[src/rtl/wireframe_framebuffer_pkg.sv]
// Shared types and default geometry for the wireframe frame store.
// Geometry macros may be supplied by the build; these defaults describe an 8x4 frame.
`ifndef WIDTH
`define WIDTH 8
`endif
`ifndef HEIGHT
`define HEIGHT 4
`endif
`ifndef WIREFRAME_ADDR_SIZE
`define WIREFRAME_ADDR_SIZE 5
`endif
`ifndef WF_BG
`define WF_BG 1'b1
`endif

package wireframe_framebuffer_pkg;

  localparam int   FB_WIDTH  = `WIDTH;
  localparam int   FB_HEIGHT = `HEIGHT;
  localparam int   FB_ADDR_W = `WIREFRAME_ADDR_SIZE;
  localparam logic FB_BG     = `WF_BG;

  typedef enum logic [1:0] {
    IDLE  = 2'd0,
    CLEAR = 2'd1,
    SCAN  = 2'd2
  } fb_state_t;

  typedef struct packed {
    logic data;
    logic eol;
    logic eof;
  } fb_pix_t;

  // RAM index width; a single-cell store still needs a 1-bit index.
  function automatic int fb_index_w(input int depth);
    return (depth > 1) ? $clog2(depth) : 1;
  endfunction

endpackage

[src/rtl/wireframe_framebuffer_if.sv]
// Pixel write port, control/status and scan-out stream of the frame store.
interface wireframe_framebuffer_if
  import wireframe_framebuffer_pkg::*;
#(
  parameter int ADDR_W = FB_ADDR_W
);

  logic              write_en;
  logic              wf_data;
  logic [ADDR_W-1:0] addr;
  logic              clear;
  logic              scan_start;
  logic              busy;
  logic              clear_done;
  logic              scan_done;
  logic              wr_dropped;
  logic              pix_valid;
  logic              pix_ready;
  logic              pix_data;
  logic              pix_eol;
  logic              pix_eof;

  modport master (
    output write_en, wf_data, addr, clear, scan_start, pix_ready,
    input  busy, clear_done, scan_done, wr_dropped,
           pix_valid, pix_data, pix_eol, pix_eof
  );

  modport slave (
    input  write_en, wf_data, addr, clear, scan_start, pix_ready,
    output busy, clear_done, scan_done, wr_dropped,
           pix_valid, pix_data, pix_eol, pix_eof
  );

endinterface

[src/rtl/wireframe_framebuffer_ram.sv]
// 1-write/1-read synchronous bit RAM; a same-cycle read and write of one cell
// returns the old value.
module wf_bitmap_ram
  import wireframe_framebuffer_pkg::*;
#(
  parameter int DEPTH = 32,
  parameter int IDX_W = fb_index_w(DEPTH)
) (
  input  logic             clk,
  input  logic             we,
  input  logic [IDX_W-1:0] waddr,
  input  logic             wdata,
  input  logic             re,
  input  logic [IDX_W-1:0] raddr,
  output logic             rdata
);

  logic mem [DEPTH];

  always_ff @(posedge clk) begin
    if (we) begin
      mem[waddr] <= wdata;
    end
    if (re) begin
      rdata <= mem[raddr];
    end
  end

endmodule

[src/rtl/wireframe_framebuffer.sv]
// Frame store between rasterizer and display: absorbs pixel writes, clears to
// background on request and streams the frame out row-major over valid/ready.
module wireframe_framebuffer
  import wireframe_framebuffer_pkg::*;
#(
  parameter int   WIDTH  = FB_WIDTH,
  parameter int   HEIGHT = FB_HEIGHT,
  parameter int   ADDR_W = FB_ADDR_W,
  parameter logic BG     = FB_BG
) (
  input logic                    clk,
  input logic                    rst,
  wireframe_framebuffer_if.slave fb
);

  localparam int                N         = WIDTH * HEIGHT;
  localparam int                IDX_W     = fb_index_w(N);
  localparam logic [ADDR_W-1:0] LAST_ADDR = ADDR_W'(N - 1);
  localparam logic [ADDR_W-1:0] LAST_COL  = ADDR_W'(WIDTH - 1);

  fb_state_t         state, state_next;
  logic [ADDR_W-1:0] fill_cnt, rd_cnt, col_cnt;
  logic              rd_all, rd_pending, pend_eol, pend_eof;
  fb_pix_t           slot0, slot1, slot0_next, slot1_next, head, incoming;
  logic [1:0]        buf_count, buf_count_next;
  logic [2:0]        occ_after;
  logic              pix_valid, pop, issue;
  logic              addr_in_range, ext_we, ram_we, ram_wdata, ram_rdata;
  logic [IDX_W-1:0]  ram_waddr;
  logic              clear_done_q, scan_done_q, wr_dropped_q;

  assign addr_in_range = int'(fb.addr) < N;
  assign ext_we        = fb.write_en && addr_in_range && (state != CLEAR);

  // The fill counter owns the write port for the whole clear.
  assign ram_we    = (state == CLEAR) || ext_we;
  assign ram_waddr = (state == CLEAR) ? fill_cnt[IDX_W-1:0] : fb.addr[IDX_W-1:0];
  assign ram_wdata = (state == CLEAR) ? BG : fb.wf_data;

  wf_bitmap_ram #(
    .DEPTH (N),
    .IDX_W (IDX_W)
  ) u_ram (
    .clk   (clk),
    .we    (ram_we),
    .waddr (ram_waddr),
    .wdata (ram_wdata),
    .re    (issue),
    .raddr (rd_cnt[IDX_W-1:0]),
    .rdata (ram_rdata)
  );

  // A returning read is presented directly while the skid buffer is empty, and
  // parked in the buffer if it is not taken, so the output never moves while stalled.
  assign incoming  = '{data: ram_rdata, eol: pend_eol, eof: pend_eof};
  assign head      = (buf_count != 2'd0) ? slot0 : incoming;
  assign pix_valid = (buf_count != 2'd0) || rd_pending;
  assign pop       = pix_valid && fb.pix_ready;
  assign occ_after = 3'(buf_count) + 3'(rd_pending) - 3'(pop);
  assign issue     = (state == SCAN) && !rd_all && (occ_after < 3'd2);

  always_comb begin
    state_next = state;
    case (state)
      IDLE: begin
        if (fb.clear) begin
          state_next = CLEAR;
        end else if (fb.scan_start) begin
          state_next = SCAN;
        end
      end
      CLEAR: begin
        if (fill_cnt == LAST_ADDR) begin
          state_next = IDLE;
        end
      end
      SCAN: begin
        if (pop && head.eof) begin
          state_next = IDLE;
        end
      end
      default: state_next = IDLE;
    endcase
  end

  always_comb begin
    slot0_next     = slot0;
    slot1_next     = slot1;
    buf_count_next = buf_count;
    if (buf_count != 2'd0) begin
      if (pop) begin
        slot0_next     = slot1;
        buf_count_next = buf_count - 2'd1;
      end
      if (rd_pending) begin
        if (buf_count_next == 2'd0) begin
          slot0_next = incoming;
        end else begin
          slot1_next = incoming;
        end
        buf_count_next = buf_count_next + 2'd1;
      end
    end else if (rd_pending && !pop) begin
      slot0_next     = incoming;
      buf_count_next = 2'd1;
    end
  end

  always_ff @(posedge clk) begin
    if (rst) begin
      state <= IDLE;
    end else begin
      state <= state_next;
    end
  end

  always_ff @(posedge clk) begin
    if (rst) begin
      fill_cnt     <= '0;
      clear_done_q <= 1'b0;
      scan_done_q  <= 1'b0;
      wr_dropped_q <= 1'b0;
    end else begin
      fill_cnt     <= (state == CLEAR) ? fill_cnt + ADDR_W'(1) : '0;
      clear_done_q <= (state == CLEAR) && (fill_cnt == LAST_ADDR);
      scan_done_q  <= (state == SCAN) && pop && head.eof;
      if (fb.write_en && ((state == CLEAR) || !addr_in_range)) begin
        wr_dropped_q <= 1'b1;
      end
    end
  end

  // Row/frame markers are computed when the read is issued and travel with it.
  always_ff @(posedge clk) begin
    if (rst) begin
      rd_cnt     <= '0;
      col_cnt    <= '0;
      rd_all     <= 1'b0;
      rd_pending <= 1'b0;
      pend_eol   <= 1'b0;
      pend_eof   <= 1'b0;
      slot0      <= '0;
      slot1      <= '0;
      buf_count  <= 2'd0;
    end else begin
      rd_pending <= issue;
      slot0      <= slot0_next;
      slot1      <= slot1_next;
      buf_count  <= buf_count_next;
      if (state != SCAN) begin
        rd_cnt  <= '0;
        col_cnt <= '0;
        rd_all  <= 1'b0;
      end else if (issue) begin
        rd_cnt   <= rd_cnt + ADDR_W'(1);
        col_cnt  <= (col_cnt == LAST_COL) ? '0 : col_cnt + ADDR_W'(1);
        pend_eol <= (col_cnt == LAST_COL);
        pend_eof <= (rd_cnt == LAST_ADDR);
        rd_all   <= (rd_cnt == LAST_ADDR);
      end
    end
  end

  assign fb.busy       = (state != IDLE);
  assign fb.clear_done = clear_done_q;
  assign fb.scan_done  = scan_done_q;
  assign fb.wr_dropped = wr_dropped_q;
  assign fb.pix_valid  = pix_valid;
  assign fb.pix_data   = pix_valid && head.data;
  assign fb.pix_eol    = pix_valid && head.eol;
  assign fb.pix_eof    = pix_valid && head.eof;

endmodule

[src/flat_wrapper.sv]
// flat-port wrapper written by rule: the top's interface ports become plain ports
module wireframe_framebuffer_flat import wireframe_framebuffer_pkg::*;
#(
  parameter int   WIDTH  = FB_WIDTH,
  parameter int   HEIGHT = FB_HEIGHT,
  parameter int   ADDR_W = FB_ADDR_W,
  parameter logic BG     = FB_BG
)
  (clk, rst, fb_write_en, fb_wf_data, fb_addr, fb_clear, fb_scan_start, fb_pix_ready, fb_busy, fb_clear_done, fb_scan_done, fb_wr_dropped, fb_pix_valid, fb_pix_data, fb_pix_eol, fb_pix_eof);
  wireframe_framebuffer_if #(.ADDR_W(ADDR_W)) fb_i ();
  input logic clk;
  input logic rst;
  input wire logic [$bits(fb_i.write_en)-1:0] fb_write_en;
  input wire logic [$bits(fb_i.wf_data)-1:0] fb_wf_data;
  input wire logic [$bits(fb_i.addr)-1:0] fb_addr;
  input wire logic [$bits(fb_i.clear)-1:0] fb_clear;
  input wire logic [$bits(fb_i.scan_start)-1:0] fb_scan_start;
  input wire logic [$bits(fb_i.pix_ready)-1:0] fb_pix_ready;
  output wire logic [$bits(fb_i.busy)-1:0] fb_busy;
  output wire logic [$bits(fb_i.clear_done)-1:0] fb_clear_done;
  output wire logic [$bits(fb_i.scan_done)-1:0] fb_scan_done;
  output wire logic [$bits(fb_i.wr_dropped)-1:0] fb_wr_dropped;
  output wire logic [$bits(fb_i.pix_valid)-1:0] fb_pix_valid;
  output wire logic [$bits(fb_i.pix_data)-1:0] fb_pix_data;
  output wire logic [$bits(fb_i.pix_eol)-1:0] fb_pix_eol;
  output wire logic [$bits(fb_i.pix_eof)-1:0] fb_pix_eof;
  assign fb_i.write_en = fb_write_en;
  assign fb_i.wf_data = fb_wf_data;
  assign fb_i.addr = fb_addr;
  assign fb_i.clear = fb_clear;
  assign fb_i.scan_start = fb_scan_start;
  assign fb_i.pix_ready = fb_pix_ready;
  assign fb_busy = fb_i.busy;
  assign fb_clear_done = fb_i.clear_done;
  assign fb_scan_done = fb_i.scan_done;
  assign fb_wr_dropped = fb_i.wr_dropped;
  assign fb_pix_valid = fb_i.pix_valid;
  assign fb_pix_data = fb_i.pix_data;
  assign fb_pix_eol = fb_i.pix_eol;
  assign fb_pix_eof = fb_i.pix_eof;
  wireframe_framebuffer #(.WIDTH(WIDTH), .HEIGHT(HEIGHT), .ADDR_W(ADDR_W), .BG(BG)) u_core (.clk(clk), .rst(rst), .fb(fb_i));
endmodule
[config.mk]
export PLATFORM = sky130hd
export DESIGN_NAME = wireframe_framebuffer_flat
export DESIGN_NICKNAME = d
export VERILOG_FILES = /design/src/rtl/wireframe_framebuffer_pkg.sv /design/src/rtl/wireframe_framebuffer_if.sv /design/src/rtl/wireframe_framebuffer_ram.sv /design/src/rtl/wireframe_framebuffer.sv /design/src/flat_wrapper.sv
export SDC_FILE = /design/constraint.sdc
export NUM_CORES = 1
export LEC_CHECK = 0
export ABC_CLOCK_PERIOD_IN_PS = 3670
export CORE_MARGIN = 1
export CORE_UTILIZATION = 43
export DETAILED_ROUTE_END_ITERATION = 7
export GPL_ROUTABILITY_DRIVEN = 0
export PLACE_DENSITY_LB_ADDON = 0.25
export SYNTH_ARGS = -nofsm -noshare
export SYNTH_HDL_FRONTEND = slang
export SYNTH_SLANG_ARGS = --single-unit
[constraint.sdc]
create_clock -name clk -period 3.67 [get_ports clk]
set_clock_uncertainty 0.05 [all_clocks]
set_input_delay 0.734 -clock clk [delete_from_list [all_inputs] [get_ports clk]]
set_output_delay 0.734 -clock clk [all_outputs]
set_load 0.05 [all_outputs]
Word level (Yosys, flattened, before mapping)
Memory sizes are Yosys's and may differ from the RTL's. A register that Yosys moved wholly into a read port is not among the register bits.
Index checks and enable logic that the tools add are counted.
- register bits after elaboration: 32
- RAM bits: 32
- output and inout bits: 8
- memories: 1
- memory list (name ; depth ; bits a word ; rd ports ; clocked after Yosys merged registers in ; wr ports ; line ; text):
    u_core.u_ram.mem ; 32 ; 1 ; 1 ; 1 ; 1 ; wireframe_framebuffer_ram.sv:18 ; logic mem [DEPTH];
- add/sub/neg operators: 7
- $lt $le $gt $ge: 1
- eq/ne operators: 10
- muxes and demuxes: 21
- bitwise operators: 3
- reductions and logical operators: 27
- operator list (cell ; number):
    2-to-1 mux 2 bit ; 9
    2-to-1 mux 3 bit ; 6
    adder 5 x 1 -> 5 bit, second input constant ; 3
    logical AND 1 bit ; 13
    equality test 5 bit, second input constant ; 2
    2-to-1 mux 5 bit ; 2
    != test 2 bit, second input constant ; 3
    one-hot mux 2 bit (3 select lines) ; 1
    AND reduction 3 bit ; 2
    nonzero test 2 bit ; 3
    equality test 5 x 3 -> 1 bit, second input constant ; 1
    logical NOT 2 bit ; 2
    OR reduction 2 bit ; 2
    adder 2 x 1 -> 3 bit ; 1
    less-than comparator 3 x 2 -> 1 bit, second input constant ; 1
    2-to-1 mux 1 bit ; 3
    != test 3 bit, second input constant ; 1
    inverter 1 bit ; 3
    subtractor 3 x 1 -> 3 bit ; 1
    adder 2 x 1 -> 2 bit, second input constant ; 1
    equality test 2 x 1 -> 1 bit, second input constant ; 1
    equality test 2 bit, second input constant ; 1
    logical NOT 1 bit ; 2
    logical OR 1 bit ; 2
    other kinds (3) ; 3

Logic depth before layout (Yosys ltp)
Gate-level depths: netlist of the first run.
- word-level depth: 9
- gate-level depth with buffers: 13
- depth with buffers taken out: 11

By module
From an unflattened synthesis of the first run, not the netlist that was laid out.
- cells, all modules: 306
- area, all modules: 3195.6 um2
- modules (own cells, without submodules) (module ; instances ; cells each ; area each (um2) ; sequential area each (um2)):
    wireframe_framebuffer ; 1 ; 186 ; 1667.8 ; 640.6
    wf_bitmap_ram ; 1 ; 120 ; 1527.7 ; 991.0

Worst setup path before layout of the first run
Ideal clock, no wire load.
- kind: reg-to-reg
- start: register u_core.buf_count[1]
- end: register u_core.col_cnt[3]
- library setup time: 71 ps
- arrival: 2865 ps
- required time: 3549 ps
- slack: 684 ps
- cell stages (with the launch flop): 13
- buffers on the path: 2
- period minus slack after synthesis: 2986 ps
- path through: dfxtp_1 inv_1 ha_1 clkbuf_1 nand2b_1 mux2i_1 nand2_1 fa_1 nand4bb_4 or2_1 buf_6 or4_1 a21oi_1
- longest elaborated chain between the ends: 6
- elaborated cells between the ends (all ways): 7
- ends and longest elaborated chain (item ; line ; text):
    start: declaration ; wireframe_framebuffer.sv:25 ; logic [1:0] buf_count, buf_count_next;
    start signal: assignment ; wireframe_framebuffer.sv:149 ; buf_count <= buf_count_next;
    parallel branches: the longest is 3 deep, another holds adder 2 x 1 -> 3 bit ; -- ;
    subtractor 3 x 1 -> 3 bit * ; wireframe_framebuffer.sv:59 ; assign occ_after = 3'(buf_count) + 3'(rd_pending) - 3'(pop);
    less-than comparator 3 x 2 -> 1 bit * ; wireframe_framebuffer.sv:60 ; assign issue = (state == SCAN) && !rd_all && (occ_after < 3'd2);
    logical AND 1 bit * ; wireframe_framebuffer.sv:60 ;
    end signal: assignment ; wireframe_framebuffer.sv:156 ; col_cnt <= (col_cnt == LAST_COL) ? '0 : col_cnt + ADDR_W'(1);
    end: declaration ; wireframe_framebuffer.sv:22 ; logic [ADDR_W-1:0] fill_cnt, rd_cnt, col_cnt;
Every way passes the cells marked *.
A chain may end at the register's enable or synchronous reset.

Final worst setup path of the first run
- start: register u_core.buf_count[1]
- end: output port fb_pix_eof
- longest elaborated chain between the ends: 3
- elaborated cells between the ends (all ways): 4
- ends and longest elaborated chain (item ; line ; text):
    nonzero test 2 bit * ; wireframe_framebuffer.sv:56, wireframe_framebuffer.sv:57 ;
    2-to-1 mux 3 bit / logical OR 1 bit (equally long branches) ; wireframe_framebuffer.sv:56, wireframe_framebuffer.sv:57 ;
    logical AND 1 bit * ; wireframe_framebuffer.sv:171 ; assign fb.pix_eof = pix_valid && head.eof;
    end: declaration ; flat_wrapper.sv:26 ; output wire logic [$bits(fb_i.pix_eof)-1:0] fb_pix_eof;
Mark *: on every way between the ends. The rest lies on a longest branch, timed or not.

==> results.toml, run 1 <==
[run_status]
run_status = "finished, final reports clean"

[cells_and_area]
design_area_um2 = 3670
fin_nets = 347
nFillCells = 646
syn2layout_area_growth_pct = 15.9
diodes = 0
drive_above_1_share_pct = 12.3
final_cells = 428

[critical_path]
r2r_cells = 10
critPathRequiredTime_ns = 2.89
critPathTopFamily = "buffers and inverters"
path_cells = "inv_1 > ha_1 > buf_4 > nand2b_1 > nand2_1 > clkdlybuf4s50_1"
setup.worst_path.end = "fb_pix_eof"
r2r_slack_ns = 0.74
worstPathMaxFanout = 17
worstReg2RegEnd = "u_core.col_cnt[3]"
slowest_delay_ns = 0.79
crit_path_start = "u_core.buf_count[1]"
worstSetupEndpointType = "output port"
rr_startpoint = "u_core.buf_count[1]"
crit_buf_inv = 3
critical_path_class = "reg2out"
crit_arrival_ns = 2.27
worst-path-stages = 6
critPathLaunchType = "register"
critical_path.slowest_cell = "clkdlybuf4s50_1"

[die]
die_h_um = 87.9
core-area_um2 = 6940
rows = 30
start_util_pct = 45.7
die_x_um = 87.9
ios = 20
dieArea_um2 = 7720

[min_path]
hp-class = "reg2reg"
min_path_cells = 2

[yosys]
synth_top_family_by_area = "simple AND/OR/NAND/NOR gates"
syn_nets = 327
synthesis.area_um2 = 3170
synth_area_leader_cell = "edfxtp_1"
synth-edff-count = 33
synth_top_flop_cell = "edfxtp_1"
ys_top_cells_by_count = "62 x nor2_1, 33 x edfxtp_1, 32 x dfxtp_1"
ys_seq_area_share_pct = 51.5
synth_top_area_share_pct = 31.3
yosysWarnings = 0
yosys-top-cells-area = "edfxtp_1 31%, dfxtp_1 20%, nor2_1 7.3%, mux4_2 4.3%, nand2_1 3.2%"
synth_compound_area_share_pct = 6.91
synth_xor_area_share_pct = 2.76
yosys.cell_count.top_type = "nor2_1"
async_flop_share_pct = 0
synth.mux.area_fraction_pct = 8.48
synth.distinct_cells = 50
synth-simple-area-share_pct = 23.2
synthAdderAreaFrac_pct = 3.39
ys_seq_elements = 65
syn_area_per_cell_um2 = 10.3
postSynthCellCount = 307

[clock_tree]
cts_buffers = 9
cts_buffer_depth = 2
cts.clk_slew.worst_paths_ns = 0.07
cts_num_sinks = 65
htree_num_levels = 3
postCtsSetupBuffers = 0
clk_latency_ns = 0.35
cts_resized = 0
cts_tree = "done"
cts_root_buffer = "clkbuf_8"
cts.hold.buffers_added = 0

[place]
hpwl_um = 4010
place_area_um2 = 3450
io_buffers = 19
placed_cells = 412

[detailed_routing]
drc = 0
drtAntennaViolNets = 0
wl_um = 6080
drtPass1Iterations = 4
viasPerCell = 5.22
vias = 2234
wire_per_inst_um = 14.2
drtIter0Drc = 171

[sta]
period_minus_slack_ns = 3.05
worstMarginPinSlew_ns = 0.965
max_freq_mhz = 327
finalCritPeriodShare_pct = 83.2
relSlewSlack_pct = 35.7
setup_viol = 0
slew_violations = 0
rsz0062_at_grt = "false"
setup_tns_ns = 0
hold_violations = 0

[pwr]
p_leak_nw = 1.21
power.density_nw_per_um2 = 456
total_power_w = 0.00167
peakVddDrop_v = 0.000257

[global_route]
grt_pass1_vias = 2155
grt-ovfl-total = 0
grt_pass1_wl_um = 10300
antenna_found_initial = 0
grt_max_degree = 33
grtUsageTotal_pct = 17.9

[flow_run]
cap_violations = 0
[state kept, by name, summed over array words and instances, names as in the netlist]
| signal | flops |
|---|---|
| u_core.buf_count | 2 |
| u_core.col_cnt | 5 |
| u_core.fb.clear_done | 1 |
| u_core.fb.scan_done | 1 |
| u_core.fb.wr_dropped | 1 |
| u_core.fill_cnt | 5 |
| u_core.pend_eof | 1 |
| u_core.pend_eol | 1 |
| u_core.rd_all | 1 |
| u_core.rd_cnt | 5 |
| u_core.rd_pending | 1 |
| u_core.slot0 | 3 |
| u_core.slot1 | 3 |
| u_core.state | 2 |
| u_core.u_ram.mem | 32 |
| u_core.u_ram.rdata | 1 |
[per-stage QoR]
step,worst slack [ns],hold slack [ns],utilization [%]
3_5_place_dp,0.287,0.413,49.7
5_1_grt,0.438,0.462,52.9
2_1_floorplan,0.684,0.388,-
3_3_place_gp,0.332,0.400,49.7
6_report,0.615,0.423,52.9
4_1_cts,0.604,0.430,52.9
[metal layers]
layer,global-route usage [%],vias up,share of wire (%)
met3,5.09,9,3.3
met4,8.05,0,1.8
met5,0,-,0
met1,22.7,1055,47
met2,28.6,41,48
li1,-,1129,-
[where the power goes]
part | leakage [nW] | total [W] | switching [W] | internal, W
registers | 0.554 | 0.000795 | 0.0000141 | 0.000780
logic | 0.552 | 0.000192 | 0.000115 | 0.0000769
clock network | 0.106 | 0.000687 | 0.000300 | 0.000388
total | 1.21 | 0.00167 | 0.000429 | 0.00125
[layout by cell type, fill, tap and decap left out, types with 2 or more instances in the layout]
cell type	Yosys	layout
o21ai_0	6	6
and4bb_2	2	2
nand3b_1	3	3
nor4_1	4	4
nor2_1	62	62
a31o_2	3	3
clkinvlp_4	0	2
mux4_2	6	6
xnor2_1	8	8
nand3_1	9	9
nand2_1	27	27
dfxtp_1	32	32
ha_1	7	7
or4_1	2	2
or2_2	2	2
nor2b_1	2	2
mux2_2	3	3
nor3b_1	7	7
mux2i_1	10	10
o32a_1	4	4
bufinv_16	0	2
a21oi_1	11	11
nor3_1	7	7
clkbuf_8	0	9
xor2_1	2	2
edfxtp_1	33	33
inv_1	10	10
inv_6	0	2
and2_1	3	3
clkdlybuf4s50_1	0	19
nand2b_1	4	4
and3_1	2	2
buf_4	0	6
nor4bb_1	2	2
[worst min-delay path by stage]
stage / from / endpoint
floorplan: u_core.rd_all / u_core.rd_all
global placement: u_core.fb.wr_dropped / u_core.fb.wr_dropped
detailed placement: u_core.fb.wr_dropped / u_core.fb.wr_dropped
CTS: u_core.fb.wr_dropped / u_core.fb.wr_dropped
global route: u_core.fb.wr_dropped / u_core.fb.wr_dropped
finish: u_core.fb.wr_dropped / u_core.fb.wr_dropped
[tightest hold or removal path, cell delays in order, from the launching register on]
cell and delay [ns]:
dfxtp_1 0.33, a31oi_1 0.04, nor2_1 0.07
[kinds of logic (layout without fill, tap and decap cells)]
kind of cell | after synthesis | in the layout
muxes | 19 | 19
buffers and inverters | 27 | 52
AOI/OAI and AO/OA | 32 | 32
DFF | 65 | 65
xor gates and xnor gates | 10 | 10
adders and majority gates | 8 | 8
and+or+nand+nor | 146 | 146
[area by class of cell]
cell class / count / area, um^2 / area share, %
clock buffer: 9 / 124 / 3.37
inverter: 11 / 41.3 / 1.12
multi-input combinational: 215 / 1420 / 38.7
clock inverter: 7 / 101 / 2.76
sequential: 65 / 1630 / 44.4
tap: 96 / 120 / 3.27
timing repair buffer: 25 / 235 / 6.40
Power figures use the tool's default switching activity.
==> run 2, diff against run 1 <==
- ABC_CLOCK_PERIOD_IN_PS: 3670 -> 2600
- clock period: 3.67 -> 2.6 ns (I/O delays scaled with it)
==> run 2 against run 1 <==
Largest cell class unchanged. Critical path type is now reg2reg. Register-to-register slack worse by 0.71 ns. Sequential power grew 41%. Clock-buffer cell count unchanged.
==> results.toml, run 2 (synthesis gave the netlist of run 1 again) <==
[detailed_routing]
wl_met1_um = 2810
top_layer = "met4"
wl_met2_um = 3130
vias = 2316
drc = 0
drtPass1Iterations = 4
viasPerCell = 5.30
wire_per_inst_um = 14.3
route.met3.wl_um = 245
wl_um = 6250
drtAntennaViolNets = 0
drtIter0Drc = 75

[place]
place_area_um2 = 3530
io_buffers = 19
placed_cells = 421
hpwl_um = 4220

[cells_and_area]
regMostFlops = "u_core.u_ram.mem"
utilization_pct = 54.3
mostFrequentLayoutCell = "nor2_1"
diodes = 0
largest_register_ffs = 32
layout.cells.most_common_list = "62 x nor2_1, 33 x edfxtp_1, 30 x dfxtp_1"
design_area_um2 = 3770
final_cells = 437
drive_above_1_share_pct = 19.1
syn2layout_area_growth_pct = 19.0
fin_nets = 356

[sta]
finalCritPeriodShare_pct = 99.0
setup_viol = 0
relSlewSlack_pct = 32.8
hold_violations = 0
max_freq_mhz = 388
period_minus_slack_ns = 2.57
setup_tns_ns = 0
worstMarginPinSlew_ns = 1.01
slew_violations = 0
rsz0062_at_grt = "true"

[critical_path]
critPathRequiredTime_ns = 2.83
critPathLaunchType = "register"
crit_arrival_ns = 2.80
worstPathMaxFanout = 5
critical_path_class = "reg2reg"
worstSetupEndpointType = "register"

[global_route]
grt_max_degree = 33
grtUsageTotal_pct = 18.1
antenna_found_initial = 0
grt_pass1_wl_um = 10300
grt-ovfl-total = 0
grt_pass1_vias = 2203

[die]
dieArea_um2 = 7720
ios = 20
core-area_um2 = 6940
rows = 30
start_util_pct = 45.7
die_x_um = 87.9
die_h_um = 87.9

[clock_tree]
htree_num_levels = 3
cts_num_sinks = 65
clk_latency_ns = 0.35
cts_tree = "done"
cts_root_buffer = "clkbuf_8"
cts.clk_slew.worst_paths_ns = 0.08
cts_buffers = 9
cts_buffer_depth = 2

[pwr]
p_int_w = 0.00169
p_clk_share_pct = 38.9
seq_power_share_pct = 48.0
pwr-share-comb_pct = 13.1
power_switching_w = 0.000635
power.density_nw_per_um2 = 616
p_leak_nw = 1.30
p_sw_share_pct = 27.3
peakVddDrop_v = 0.000382

[run_status]
run_status = "finished, final reports clean"

[min_path]
hp-class = "reg2reg"

[flow_run]
cap_violations = 0
==> run 2: final timing paths <==
check                      start                   to  slack, ns  cells after the start
max          u_core.buf_count[0]    u_core.col_cnt[3]       0.03                     10
min reg2reg  u_core.buf_count[0]  u_core.buf_count[0]       0.43                      1
min          u_core.buf_count[0]  u_core.buf_count[0]       0.43                      1
max reg2reg  u_core.buf_count[0]    u_core.col_cnt[3]       0.03                     10
==> run 2: final cells by class <==
type,count,area [um^2]
inverters,11,43.8
clock buffers,9,124
flip-flops and latches,65,1640
well taps,96,120
multi-input cells,215,1470
fillers,641,3170
repair buffers,34,297
clock inverters,7,83.8
==> run 2: what timing repair did <==
| action | 4_1_cts | 5_1_grt |
|---|---|---|
| endpoints found under the hold margin | 0 | 0 |
| pin swaps | 0 | 3 |
| resized for setup | 1 | 9 |
| endpoints found under the setup margin | 1 | 5 |
| setup buffers | 0 | 0 |
| hold buffers | 0 | 0 |
==> run 2: metal layers <==
metal,up-vias,global-route usage (%)
met5,-,0
met3,7,5.75
met1,1119,22.6
met2,37,29.4
li1,1153,-
met4,0,6.41
==> run 2: worst max-delay path, stage by stage, from the launching register on <==
cell and delay (ns):
dfxtp_4 0.38, inv_4 0.04, ha_4 0.15, nand2b_4 0.13, mux2i_2 0.17, nand2_1 0.10
fa_1 0.56, nand4bb_4 0.12, or2_4 0.26, or4_4 0.41, a21oi_2 0.12
==> run 2: metrics by stage <==
stage | setup WS (ns) | total power [W] | hold slack, ns
after floorplan | -0.109 | 0.00135 | 0.386
after global placement | -0.357 | 0.00143 | 0.405
after detailed placement | -0.396 | 0.00144 | 0.407
after CTS | 0.00354 | 0.00234 | 0.420
after global routing | -0.122 | 0.00242 | 0.449
final | 0.0254 | 0.00232 | 0.427
==> run 2: power by group through the flow <==
stage	logic, W	registers [W]	clock network [W]
final	0.000303	0.00112	0.000905
after detailed placement	0.000298	0.00114	0
after floorplan	0.000206	0.00114	0
after global routing	0.000332	0.00112	0.000969
after global placement	0.000294	0.00114	0
after CTS	0.000298	0.00111	0.000926
==> run 3, diff against run 2 <==
- CORE_ASPECT_RATIO: not set -> 1.2
- CTS_BUF_LIST: not set -> sky130_fd_sc_hd__clkbuf_16
==> run 3 against run 2 <==
Core utilization up 1.5 points. Critical path depth unchanged. Routed wire length up 6.8%. Total power up 11%. Sequential cell count unchanged. Global-route usage up 1.6 points. Sequential power about the same. Design area up 3.3%. Largest cell class unchanged. Highest routed layer unchanged.
==> results.toml, run 3 (synthesis gave the netlist of run 1 again) <==
[critical_path]
critPathRequiredTime_ns = 2.80
worstPathMaxFanout = 4
worstSetupEndpointType = "register"
critical_path.slowest_cell = "fa_2"
path_cells = "inv_2 > ha_4 > nand2b_4 > mux2i_4 > nand2_2 > fa_2 > nand4bb_4 > or2_4 > or4_4 > a21oi_2"
critPathLaunchType = "register"
slowest_delay_ns = 0.57
critical_path_class = "reg2reg"
crit_arrival_ns = 2.77

[detailed_routing]
drtPass1Iterations = 4
wire_per_inst_um = 15.3
wl_um = 6680
viasPerCell = 5.36
vias = 2342
drtAntennaViolNets = 0
drc = 0
drtIter0Drc = 113

[min_path]
hp-class = "reg2reg"

[global_route]
grt-ovfl-total = 0
grt_pass1_vias = 2364
grtUsageTotal_pct = 19.6
grt_max_degree = 33
grt_pass1_wl_um = 11100
antenna_found_initial = 0

[clock_tree]
clk_latency_ns = 0.33
htree_num_levels = 3
cts_num_sinks = 65
cts_root_buffer = "clkbuf_16"
cts_buffer_depth = 2
cts.clk_slew.worst_paths_ns = 0.05
cts_buffers = 9
cts_tree = "done"

[run_status]
run_status = "finished, final reports clean"

[place]
hpwl_um = 4340
place_area_um2 = 3520
io_buffers = 19

[pwr]
peakVddDrop_v = 0.000425
p_leak_nw = 1.37
power.density_nw_per_um2 = 663

[sta]
hold_violations = 0
slew_violations = 0
relSlewSlack_pct = 35.2
period_minus_slack_ns = 2.57
worstMarginPinSlew_ns = 0.973
finalCritPeriodShare_pct = 98.8
max_freq_mhz = 389
rsz0062_at_grt = "true"
setup_viol = 0
setup_tns_ns = 0

[cells_and_area]
layout.cells.most_common_list = "62 x nor2_1, 33 x edfxtp_1, 30 x dfxtp_1"
fin_nets = 365
regMostFlops = "u_core.u_ram.mem"
nFillCells = 632
diodes = 0
design_area_um2 = 3900
mostFrequentLayoutCell = "nor2_1"
drive_above_1_share_pct = 20.0
syn2layout_area_growth_pct = 22.9
largest_register_ffs = 32

[die]
die_h_um = 96.1
ios = 20
core-area_um2 = 6980
die_x_um = 80.4
start_util_pct = 45.4
dieArea_um2 = 7720
rows = 33

[flow_run]
cap_violations = 0
[run 3: changes by cell type in the layout (fill, tap and decap cells not counted), moves of 2 or more]
| cell | before | now |
|---|---|---|
| buf_4 | 18 | 27 |
| clkbuf_16 | 0 | 9 |
| clkbuf_8 | 9 | 0 |
| inv_6 | 4 | 0 |
| clkinv_1 | 1 | 3 |
| clkinv_2 | 0 | 2 |
| inv_1 | 8 | 10 |
[run 3: final timing paths]
check	to	start	slack (ns)	cells after the start
setup reg to reg	u_core.col_cnt[3]	u_core.buf_count[0]	0.03	10
hold reg to reg	u_core.rd_all	u_core.rd_all	0.42	2
hold / removal	u_core.rd_all	u_core.rd_all	0.42	2
setup / recovery	u_core.col_cnt[3]	u_core.buf_count[0]	0.03	10
[run 3: power by group]
part	leakage, nW	internal (W)	switching, W	total [W]
registers	0.555	0.00110	0.0000165	0.00112
clock network	0.147	0.000723	0.000407	0.00113
logic	0.668	0.000145	0.000188	0.000334
total	1.37	0.00197	0.000612	0.00259
[run 3: layout make-up]
class,count,area [um^2],share of cell area (%)
Sequential cell,65,1640,42.0
Multi-Input combinational cell,215,1470,37.7
Timing Repair Buffer,43,362,9.28
Clock buffer,9,225,5.78
Tap cell,87,109,2.79
Clock inverter,7,55.1,1.41
Inverter,11,41.3,1.06
[run 3: per-stage QoR]
stage               hold WS, ns  setup WS [ns]  std cells  total power (W)  util, %
floorplan                 0.386         -0.109        307          0.00135        -
detailed placement        0.407         -0.488        412          0.00144     50.5
global route              0.471        -0.0681        437          0.00267     55.8
finish                    0.418         0.0302        437          0.00259     55.8
CTS                       0.422        0.00346        437          0.00259     55.6
global placement          0.405         -0.405        412          0.00143     50.5
[run 3: per-layer routing]
metal | GRT usage [%] | part of all wire, % | vias to the layer above
met5 | 0 | 0 | -
met4 | 12.5 | 2.6 | 0
met3 | 3.41 | 2.6 | 16
met1 | 20.6 | 42 | 1118
li1 | - | - | 1170
met2 | 35.9 | 53 | 38
[run 3: critical path: cells and delay by family (launching register included)]
kind | cells | cell delay [ns]
fa+ha+maj | 2 | 0.73
compound gates | 1 | 0.14
simple gates | 5 | 1.04
buf+inv | 1 | 0.05
mux | 1 | 0.15
flops | 1 | 0.33
[run 3: repair_timing]
action / in CTS / in global routing
setup buffers: 9 / 0
resized for setup: 5 / 4
hold buffers: 0 / 0
endpoints found under the setup margin: 5 / 14
pin swaps: 4 / 2
==> edit 1, RTL diff (settings of run 3) <==
The 3 states of `fb_state_t` get a one-hot encoding in 3 bits.
--- a/src/rtl/wireframe_framebuffer_pkg.sv
+++ b/src/rtl/wireframe_framebuffer_pkg.sv
@@ -22,6 +22,6 @@
 
-  typedef enum logic [1:0] {
-    IDLE  = 2'd0,
-    CLEAR = 2'd1,
-    SCAN  = 2'd2
+  typedef enum logic [2:0] {
+    IDLE  = 3'b001,
+    CLEAR = 3'b010,
+    SCAN  = 3'b100
   } fb_state_t;
Behaviour: no difference found for any inputs over 10 cycles, from zero or initial values and one cycle with rst high; not proved beyond that.
==> edit 1 against run 3 <==
  * Total power is 7.5% higher
  * Synthesized area is 2.5% higher
  * Worst hold slack got worse by 0.014 ns
  * Sequential cell count grew 1
  * Wire length decreased by 2.2%
  * Final area increased by 3.1%
  * Via count up 1.7%
  * Setup slack better by 0.042 ns
  * Non-clock buffer count down 2
  * Final cell count up 3.0%
==> edit 1: results (changes against run 3) <==
| Metric | Value |
|---|---|
| Status | complete, no violations |
| Area after DPL | 3680 um2 (+4.6%) |
| Post-synth top cells | 59 x nor2_1, 33 x dfxtp_1, 33 x edfxtp_1 |
| Post-Synthesis Cells | 316 (+2.9%) |
| Netlist cell types | 49 (-2.0%) |
| Dpl cells | 433 (+5.1%) |
| WL/cell | 14.5 um (-5.0%) |
| Post-DP HPWL | 4570 um (+5.5%) |
| Pleak | 0.00137 uW (+0.31%) |
| Sequential area share after synthesis | 50.8% (-0.65 points) |
| VDD IR-drop max | 0.000378 V (-11%) |
| Syn nets | 336 (+2.8%) |
| Starting DRT DRC Count | 93 (-18%) |
| Worst Path Max Fanout | 5 (+1) |
| Slew HR | 62.8% (+28 points) |
| First-pass GRT wire length | 10700 um (-3.6%) |
| Final hold slack | 0.404 ns (-0.0137 ns) |
| Layout Nets | 375 (+2.7%) |
| Worst Hold End | u_core.buf_count[0] |
| Cell family with most CP delay | buffers and inverters |
| Via count | 2381 (+1.7%) |
| Top-area cell type share of the netlist area | 30.5% (-0.77 points) |
| Worst path slowest cell | clkdlybuf4s50_1 |
| Yosys Warn Count | 0 (unchanged) |
| Routed vias/inst | 5.29 (-1.3%) |
| R2R Setup Slk | 0.12 ns (+0.09 ns) |
| CTS H-tree depth | 3 (unchanged) |
| Vias in the first global route | 2254 (-4.7%) |
| Peak per-stage delay on the critical path | 0.73 ns (+0.16 ns) |
| Top area cells in the synthesized netlist | edfxtp_1 30%, dfxtp_1 20%, nor2_1 6.8% |
| GRT Util Overall | 18.4% (-1.2 points) |
| Crit path launch | u_core.state[2] |
| Fraction of layout cells with a size suffix above 1 | 19.7% (-0.28 points) |
| Buffers on Ports | 19 (unchanged) |
==> edit 1: changes by cell type in the layout (fill, tap and decap cells not counted), moves of 4 or more <==
cell,delta
nor2b_1,+4
mux2i_1,+6
a21oi_1,+8
nand3_1,+9
nand2_1,-9
o32a_1,-4
nor3b_1,-4
==> edit 1: cell families (layout without fill, tap and decap cells) <==
family / count (synthesis) / after routing / synth area share, %
buffers and inverters: 22 / 66 / 2.77
AO/OA/AOI/OAI: 42 / 42 / 8.12
flip-flops: 66 / 66 / 50.8
XOR/XNOR: 11 / 11 / 2.96
AND/OR/NAND/NOR: 143 / 143 / 22.9
multiplexers: 24 / 24 / 9.08
adder cells (fa/ha/maj): 8 / 8 / 3.31
==> edit 1: timing repair <==
action                                  CTS  global route
gates resized for setup                   2             3
setup buffers                             0             1
pin swaps                                 0             2
endpoints found under the setup margin    3             4
==> edit 1: power breakdown <==
group          internal [uW]  switching, uW  leakage [uW]
registers               1120           15.7      0.000565
logic                    152            199      0.000656
clock network            837            459      0.000153
==> edit 1: how the worst max path moves through the flow <==
| stage | endpoint | slack (ns) | cells past startpoint |
|---|---|---|---|
| finish | fb_busy | 0.07 | 2 |
| global route | u_core.col_cnt[0] | 0.007 | 10 |
| CTS | fb_busy | 0.06 | 2 |
| detailed placement | u_core.col_cnt[3] | -0.39 | 9 |
| global placement | u_core.col_cnt[3] | -0.35 | 9 |
| floorplan | u_core.col_cnt[3] | -0.02 | 11 |
==> edit 1: area by class of cell <==
| type | instances | area, um2 |
|---|---|---|
| fill | 643 | 3260 |
| tap | 90 | 113 |
| timing repair buffer | 41 | 345 |
| sequential | 66 | 1660 |
| multi-input combinational | 228 | 1550 |
| clock inverter | 7 | 93.8 |
| clock buffer | 9 | 225 |
| inverter | 9 | 33.8 |
==> edit 1: per-layer routing <==
metal	vias to the layer above	GRT usage (%)	share of wire, %
li1	1212	-	-
met1	1118	21.5	43
met2	35	30.6	52
met3	16	3.66	2.3
met4	0	10.6	3.0
met5	-	0	0
==> edit 1: metrics by stage <==
stage	setup WS (ns)	utilization [%]
detailed placement	-0.389	50.6
finish	0.0720	55.2
global route	0.00667	55.2
CTS	0.0600	55.0
global placement	-0.349	50.6
floorplan	-0.0173	-
==> edit 2, RTL diff (config.mk and constraints of run 3) <==
Made on the original files. `WIDTH`: 8 -> 4.
--- a/src/rtl/wireframe_framebuffer_pkg.sv
+++ b/src/rtl/wireframe_framebuffer_pkg.sv
@@ -3,3 +3,3 @@
 `ifndef WIDTH
-`define WIDTH 8
+`define WIDTH 4
 `endif
Formal check against the unedited RTL: not equivalent (a bounded check fails within 4 cycles, from zero or initial values and one cycle with rst high).
==> edit 2 against run 3 <==
  * Total power fell by 34%
  * Setup slack improved by 0.11 ns
  * Non-clock buffer count fell by 11
  * Clock power fell by 45%
  * Utilization fell by 2.0 points
  * Wire length fell by 36%
  * Combinational power fell by 24%
  * Sequential cell count fell by 16
  * Final area fell by 27%
  * Synthesized cell count fell by 20%
  * Sequential power fell by 26%
  * Synthesized area fell by 25%
  * Critical endpoint is now u_core.col_cnt[2]
==> edit 2: results (changes against run 3) <==
| Metric | Value |
|---|---|
| Post-DP HPWL | 3130 um (-28%) |
| Area after DPL | 2690 um2 (-24%) |
| Fraction of area in multi-input gates | 40.5% (+2.8 points) |
| Non-clk bufs | 32 (-26%) |
| Met2 usage in global routing | 26.0% (-9.9 points) |
| Post-synth top cells | 46 x nor2_1, 32 x dfxtp_1, 17 x edfxtp_1 |
| Synthesized flop and latch total | 49 (-25%) |
| Most used DFF post-synth | dfxtp_1 |
| Seq pwr | 829 uW (-26%) |
| Number of synthesized flops with an enable pin | 17 (-48%) |
| Top area cells in the synthesized netlist | dfxtp_1 27%, edfxtp_1 22%, nor2_1 7.3% |
| Clock Latency Late Sink | 0.29 ns (-0.04 ns) |
| Status | complete, no violations |
| Clock buffers | 5 (-4) |
| Final hold slack | 0.426 ns (+0.00775 ns) |
| GRT Util Overall | 15.6% (-4.0 points) |
| Signal inverters | 12 (+1) |
| Met1 usage | 19.0% (-1.6 points) |
| VDD IR-drop max | 0.000351 V (-17%) |
| Final worst path period need | 2.46 ns (-0.112 ns) |
| Logic pwr share | 15.0% (+2.1 points) |
| WL/cell | 12.7 um (-17%) |
| Max FFs per register | 16 (-50%) |
| Setup WS pre-CTS | -0.340 ns (+0.148 ns) |
| Worst Path Max Fanout | 5 (+1) |
| R2R Setup Slk | 0.14 ns (+0.11 ns) |
| Switching Share | 25.3% (+1.7 points) |
| Netlist cell types | 41 (-18%) |
| Routed wl met3 | 108 um (-38%) |
| Clock buf/inv share | 5.04% (-2.2 points) |
| Worst-Margin Slew | 0.494 ns (-0.479 ns) |
edit 2: changes by cell type in the layout (fill, tap and decap cells not counted), moves of 5 or more:
| cell | delta |
|---|---|
| buf_4 | -10 |
| edfxtp_1 | -16 |
| nand2_1 | -10 |
| nor2_1 | -16 |
| xnor2_1 | -5 |
edit 2: critical path, cell delays in order, from the launching register on:
cell and delay (ns):
dfxtp_2 0.32, inv_1 0.06, ha_2 0.19, nand2b_4 0.14, o21ai_2 0.13, nand2_1 0.09, fa_1 0.51, and4bb_4 0.25
nand2_4 0.06, or4_1 0.46, a21oi_1 0.12
edit 2: repair_timing:
item | 4_1_cts | 5_1_grt
buffers inserted | 0 | 1
gates resized for setup | 2 | 1
pin swaps | 0 | 1
endpoints found under the setup margin | 1 | 1
edit 2: kinds of logic after synthesis:
kind of cell,Yosys count,share of synthesized area [%]
simple gates,111,23.5
xor+xnor,9,3.64
compound gates,34,8.92
buf+inv,22,3.64
flops,49,48.5
fa+ha+maj,8,4.54
mux,12,7.18
